$ cat config.mk
export PLATFORM = sky130hd
export DESIGN_NAME = fwd_scoreboard
export DESIGN_NICKNAME = d
export VERILOG_FILES = /design/src/rtl/fwd_scoreboard.sv
export SDC_FILE = /design/constraint.sdc
export NUM_CORES = 1
export LEC_CHECK = 0
export CORE_AREA = 2 2 63 65
export DETAILED_ROUTE_END_ITERATION = 10
export DIE_AREA = 0 0 65 67
export PLACE_DENSITY_LB_ADDON = 0.05
export SLEW_MARGIN = 5
export SYNTH_ARGS = -nofsm -noshare
export SYNTH_HDL_FRONTEND = slang
export SYNTH_SLANG_ARGS = --single-unit
$ cat constraint.sdc
create_clock -name clk -period 6.2 [get_ports clk]
set_input_delay 1.86 -clock clk [delete_from_list [all_inputs] [get_ports clk]]
set_output_delay 1.86 -clock clk [all_outputs]
set_load 0.05 [all_outputs]
$ cat src/rtl/fwd_scoreboard.sv
// Operand-forwarding scoreboard: tracks rd of the last DEPTH issued instructions
// and drives rs1/rs2 forwarding selects plus a load-use stall. Stats counters under FWD_SCOREBOARD_STATS_EN.
module fwd_scoreboard #(
  parameter  int DEPTH      = 2,
  parameter  int LOAD_STALL = 1,
  localparam int SELW       = $clog2(DEPTH + 1)
) (
  input  logic            clk,
  input  logic            rst,
  input  logic [31:0]     dec_inst,
  input  logic            issue_valid,
  input  logic            flush,
  output logic [SELW-1:0] fwd_sel1,
  output logic [SELW-1:0] fwd_sel2,
  output logic            load_use_stall,
  output logic [31:0]     fwd_count,
  output logic [31:0]     stall_count
);

  localparam logic [6:0] OPC_LUI    = 7'b0110111;
  localparam logic [6:0] OPC_AUIPC  = 7'b0010111;
  localparam logic [6:0] OPC_JAL    = 7'b1101111;
  localparam logic [6:0] OPC_BRANCH = 7'b1100011;
  localparam logic [6:0] OPC_LOAD   = 7'b0000011;
  localparam logic [6:0] OPC_STORE  = 7'b0100011;
  localparam logic [6:0] OPC_ARI_R  = 7'b0110011;

  logic [DEPTH:1]      valid_q, valid_d;
  logic [DEPTH:1][4:0] rd_q, rd_d;
  logic [DEPTH:1]      ld_q, ld_d;

  logic [6:0]      opcode;
  logic [4:0]      dec_rd, dec_rs1, dec_rs2;
  logic            has_rd, has_rs1, has_rs2, dec_is_load;
  logic [SELW-1:0] sel1, sel2;
  logic            stall;
  logic            unused_funct;

  assign opcode       = dec_inst[6:0];
  assign dec_rd       = dec_inst[11:7];
  assign dec_rs1      = dec_inst[19:15];
  assign dec_rs2      = dec_inst[24:20];
  assign unused_funct = ^{dec_inst[31:25], dec_inst[14:12]};

  assign has_rd      = (opcode != OPC_BRANCH) && (opcode != OPC_STORE) && (dec_rd != 5'd0);
  assign has_rs1     = (opcode != OPC_LUI) && (opcode != OPC_AUIPC) && (opcode != OPC_JAL);
  assign has_rs2     = (opcode == OPC_ARI_R) || (opcode == OPC_STORE) || (opcode == OPC_BRANCH);
  assign dec_is_load = (opcode == OPC_LOAD);

  // Scan oldest to youngest so the youngest match overwrites; any young load hit stalls.
  always_comb begin
    sel1  = '0;
    sel2  = '0;
    stall = 1'b0;
    for (int k = DEPTH; k >= 1; k--) begin
      if (valid_q[k] && has_rs1 && (dec_rs1 != 5'd0) && (rd_q[k] == dec_rs1)) begin
        sel1 = SELW'(k);
        if ((k <= LOAD_STALL) && ld_q[k]) stall = 1'b1;
      end
      if (valid_q[k] && has_rs2 && (dec_rs2 != 5'd0) && (rd_q[k] == dec_rs2)) begin
        sel2 = SELW'(k);
        if ((k <= LOAD_STALL) && ld_q[k]) stall = 1'b1;
      end
    end
  end

  assign fwd_sel1       = sel1;
  assign fwd_sel2       = sel2;
  assign load_use_stall = stall;

  // Entries without a destination keep rd = 0 so they can never match a nonzero rs.
  always_comb begin
    valid_d = '0;
    rd_d    = rd_q;
    ld_d    = ld_q;
    for (int k = 2; k <= DEPTH; k++) begin
      valid_d[k] = valid_q[k-1];
      rd_d[k]    = rd_q[k-1];
      ld_d[k]    = ld_q[k-1];
    end
    valid_d[1] = issue_valid && !stall;
    rd_d[1]    = has_rd ? dec_rd : 5'd0;
    ld_d[1]    = dec_is_load;
    if (flush) valid_d = '0;
  end

  always_ff @(posedge clk or posedge rst) begin
    if (rst) begin
      valid_q <= '0;
      rd_q    <= '0;
      ld_q    <= '0;
    end else begin
      valid_q <= valid_d;
      rd_q    <= rd_d;
      ld_q    <= ld_d;
    end
  end

`ifdef FWD_SCOREBOARD_STATS_EN
  logic [31:0] fwd_cnt_q, fwd_cnt_d;
  logic [31:0] stall_cnt_q, stall_cnt_d;

  always_comb begin
    fwd_cnt_d   = fwd_cnt_q;
    stall_cnt_d = stall_cnt_q;
    if (((sel1 != '0) || (sel2 != '0)) && issue_valid && !stall) fwd_cnt_d = fwd_cnt_q + 32'd1;
    if (stall) stall_cnt_d = stall_cnt_q + 32'd1;
  end

  always_ff @(posedge clk or posedge rst) begin
    if (rst) begin
      fwd_cnt_q   <= 32'd0;
      stall_cnt_q <= 32'd0;
    end else begin
      fwd_cnt_q   <= fwd_cnt_d;
      stall_cnt_q <= stall_cnt_d;
    end
  end

  assign fwd_count   = fwd_cnt_q;
  assign stall_count = stall_cnt_q;
`else
  assign fwd_count   = 32'd0;
  assign stall_count = 32'd0;
`endif

endmodule

== Word-level counts from Yosys, hierarchy flattened ==
Index checks and enable logic that the tools add are counted.
Word-level totals
  bits in registers: 13
  bits of input ports: 36
  output and inout port bits: 69
Cells by class
  reduce and logical (&&, ||, !) cells: 23
  equal/unequal tests: 13
  mux-type cells: 10
Operators by type and width (number)
  5-bit equality test: 4
  1-bit logical AND: 17
  5-bit nonzero test: 3
  7-bit by 6-bit equality test with 1-bit output, second input constant: 2
  7-bit by 6-bit != test with 1-bit output, second input constant: 2
  7-bit != test, second input constant: 2
  2-bit 2-to-1 mux: 5
  7-bit by 2-bit equality test with 1-bit output, second input constant: 1
  7-bit equality test, second input constant: 1
  7-bit by 5-bit != test with 1-bit output, second input constant: 1
  5-bit 2-to-1 mux: 1
  1-bit 2-to-1 mux: 4
  1-bit logical OR: 2
  1-bit logical NOT: 1

== Longest topological paths before layout ==
  word-level depth: 12
  depth in mapped cells: 4
  gate-level depth less buffers: 4

== Least setup slack after synthesis ==
Ideal clock, no wire load.
  kind: input to output
  from: in dec_inst[17]
  to: out load_use_stall
  data arrival time: 4.219 ns
  path buffers: 0
  required time: 4.340 ns
  cell stages on the path: 4
  path slack: 0.121 ns
  cell sequence: xnor2_1 nand2_1 nor4_1 o21a_1
Between the ends
  cells in the longest elaborated chain, start to end: 6
  elaborated cells between the ends (all ways): 7
  classes of those cells: 1 x eq/ne; 3 x mux; 3 x reduce/logical
RTL lines
  from (decl): line 10  | input logic [31:0] dec_inst,
  5-bit nonzero test: line 56  | if (valid_q[k] && has_rs1 && (dec_rs1 != 5'd0) && (rd_q[k] == dec_rs1)) begin
  1-bit logical AND: line 56
  1-bit logical AND (*): line 56
  1-bit 2-to-1 mux (*): line 56
  1-bit 2-to-1 mux: line 62  | if ((k <= LOAD_STALL) && ld_q[k]) stall = 1'b1;
  1-bit 2-to-1 mux (*): line 60  | if (valid_q[k] && has_rs2 && (dec_rs2 != 5'd0) && (rd_q[k] == dec_rs2)) begin
  to (decl): line 15  | output logic load_use_stall,
Mark *: on every way between the ends. The rest lies on a longest branch, timed or not.

== Final worst setup path ==
  from: in dec_inst[21]
  to: out load_use_stall
Between the ends
  cells in the longest elaborated chain, start to end: 4
  elaborated cells between the ends (all ways): 5
  classes of those cells: 1 x eq/ne; 1 x mux; 3 x reduce/logical
RTL lines (line)
  5-bit nonzero test: 60
  1-bit logical AND: 60
  1-bit logical AND (*): 60
  1-bit 2-to-1 mux (*): 60
Marks and branches as above.

==> impl_results.md <==
* Remaining routing DRC violations at 0
* Total of endpoints with negative setup slack in the final report at 0
* Endpoint type of the worst setup path: output port
* Share of the synthesized area in the top cell type at 0.386
* Share of flip-flops with an asynchronous set or reset after synthesis at 1.00
* Fraction of the mapped netlist area in compound gates at 0.0382
* Number of cell rows at 22
* Status: completed
* Horiz. Die Dim at roughly 65 µm
* Vias per std cell at about 3.7
* Main combinational cell family by area after synthesis: buffers and inverters
* Kind of start point of the critical path: input port
* Maximum frequency from static timing analysis at 183 MHz
* Xor/xnor cell area share of the yosys netlist at 0.141
* Total number of clock tree sinks at 13
* Final-report max-slew violation count at 0
* DIE HEIGHT at between 60 and 70 µm
* Total number of vias at between 800 and 900
* Quantity of hold-fixing buffers added after cts at 0
* TritonCTS clock tree: done
* Global placement routability congestion at between 0.8 and 0.9
* Unrepaired setup endpoints after global routing: no
* Total overflow reported by the global router at 0
* Critical path arrival at ~3600 ps
* Combined area of the multi-input logic cells at ~660 µm²
* # IOs at ~110
* Max-capacitance violation count at 0
* Number of buffers inserted by post-CTS setup repair at 0
* Dominant synthesized flop cell: dfrtp_1
* Largest fanout on the critical path at 3
* Router iterations before antenna repair at 3
* Initial antenna violation count at 0
* Count of final hold-check violations at 0
* Cells after Synth at 138
* Endpoint required time on the critical path at ~4300 ps
* Number of buffers created by CTS at 3
* Setup slack at placement at around 740 ps
* Antenna viol nets, final at 0
* Final Net Count at between 200 and 250
* Slew at the pin closest to its max-slew limit at between 500 and 600 ps
* Slew headroom at 0.643
* Die Outline Area at 4360 µm²
* Clock transition at the register clock pins on the worst setup and hold paths after CTS at approximately 60 ps
* Insertion delay of the later-clocked pin in the worst-skew pair at approximately 250 ps
* Type of the worst setup path: input port to output port
* Seq cells post-synth at 13
* Leading post-synthesis cells by cell area: buf_4 39%, dfrtp_1 26%, xnor2_1 9.8%
* Maximum number of pins on one net before global-route repair at 14
* Number of flops mapped to enable cells by yosys at 0
* Setup TNS at 0 ps
* Worst supply voltage drop on vdd at 0.0668 mV
* Synth warn at 0
* Final worst path period need at about 5500 ps
* Filler cell count at between 300 and 400
* Simple-Gate Fraction of Synth Area at 0.162
* Post-Route Skew at approximately 3.7 ps
* Sequential area share after synthesis at 0.261
* Leakage at approximately 0.00063 µW
* Power consumption at roughly 300 µW
* WL/cell at approximately 9.7 µm
* Worst min path class: register to register
* Power per unit of standard cell area at about 210 nW/µm²
* Clock tree root driver cell: clkbuf_8
* Mean instance size in the synthesized netlist at 9.02 µm²
* Leading area contributor after synthesis: buf_4
* Period Utilization, post-route at 0.881
* Wire length reported by the detailed router at ~2100 µm
* Cell with the most instances after synthesis: buf_4
* Unique cell type count in the Yosys netlist at 26
* Sequential cell area at 325 µm²
* Global-route usage over all layers at 0.0968
* Max Root-Sink Buffers at 2
* Area share of fa/ha/maj cells after synthesis at 0
* # diodes at 0
* H-tree level count at 1
* Worst setup slack after layout at ~740 ps
* Port bufs at 30
* Area growth syn-to-layout at 12.1%
* Netlist Area Pre-Place at approximately 1200 µm²
* Post_cts resized at 0
* Fraction of layout cells with a size suffix above 1 at 0.0760
* Core box area at ~3600 µm²
* Hpwl dp at between 1500 and 2000 µm
* Starting utilization of the core area at 0.345
* First-iteration detailed-routing DRC count at 8
* Wire length of the first global-routing pass at around 3200 µm
* Number of global-route vias before repair at around 710
* Post-synth top cells: 64 x buf_4, 14 x xnor2_1, 13 x dfrtp_1
* Post-synthesis mux area share at 0
layout by cell type, fill, tap and decap left out, types with 4 or more instances in the layout:
cell             count
conb_1              64
xnor2_1             14
nor3_1               4
and2_1               5
xor2_1               6
dfrtp_1             13
clkdlybuf4s50_1     25
buf_4                5
sequential cells by signal (all words and copies together), names as in the netlist:
signal   cells
rd_d         5
rd_q         5
valid_q      2
ld_q         1
through the flow:
stage	cells	hold slack [ps]	cell area [µm²]	utilization
3_5_place_dp	215	431	1350	0.374
4_1_cts	219	445	1400	0.387
5_1_grt	219	466	1400	0.387
2_1_floorplan	201	411	1480	-
6_report	219	438	1400	0.387
3_3_place_gp	215	436	1350	0.374
metal layers:
metal  vias up  GRT usage  share of wire
met5         -          0              0
met4         0     0.0239         0.0089
li1        388          -              -
met2        58      0.179           0.51
met3         3     0.0236           0.10
met1       363      0.111           0.38
critical path, stage by stage:
cell             delay, ps
clkdlybuf4s50_1        470
or4_4                  570
o211ai_2               230
nor3_1                  90
o21a_1                 190
buf_4                  180
cell families after synthesis:
family / after synthesis
buf+inv: 67
simple gates: 32
xor+xnor: 20
flops: 13
compound gates: 5
other cells: 1
path summary, 6_finish.rpt:
path,startpoint,to,slack (ps),depth (start not counted)
setup / recovery,dec_inst[21],load_use_stall,740,6
hold / removal,rd_d[8],rd_q[8],440,0
setup reg to reg,rd_d[6],valid_q[1],4840,4
hold reg to reg,rd_d[8],rd_q[8],440,0
max in group asynchronous,rst,valid_q[1],3890,2
min in group asynchronous,rst,rd_d[8],1950,2
power breakdown:
part	leakage (µW)	total, µW	switching (µW)	internal (µW)
sequential	0.000157	93.3	4.20	89.1
clock	0.0000255	77.6	33.1	44.4
combinational	0.000452	125	99.6	25.2
total	0.000634	296	137	159
final cells by class:
type | count | area share
timing repair buffer | 30 | 0.206
clock buffer | 3 | 0.0296
tap | 48 | 0.0430
inverter | 3 | 0.00807
multi-input combinational | 121 | 0.476
sequential | 13 | 0.233
clock inverter | 1 | 0.00359
(Power assumes the default switching activity.)
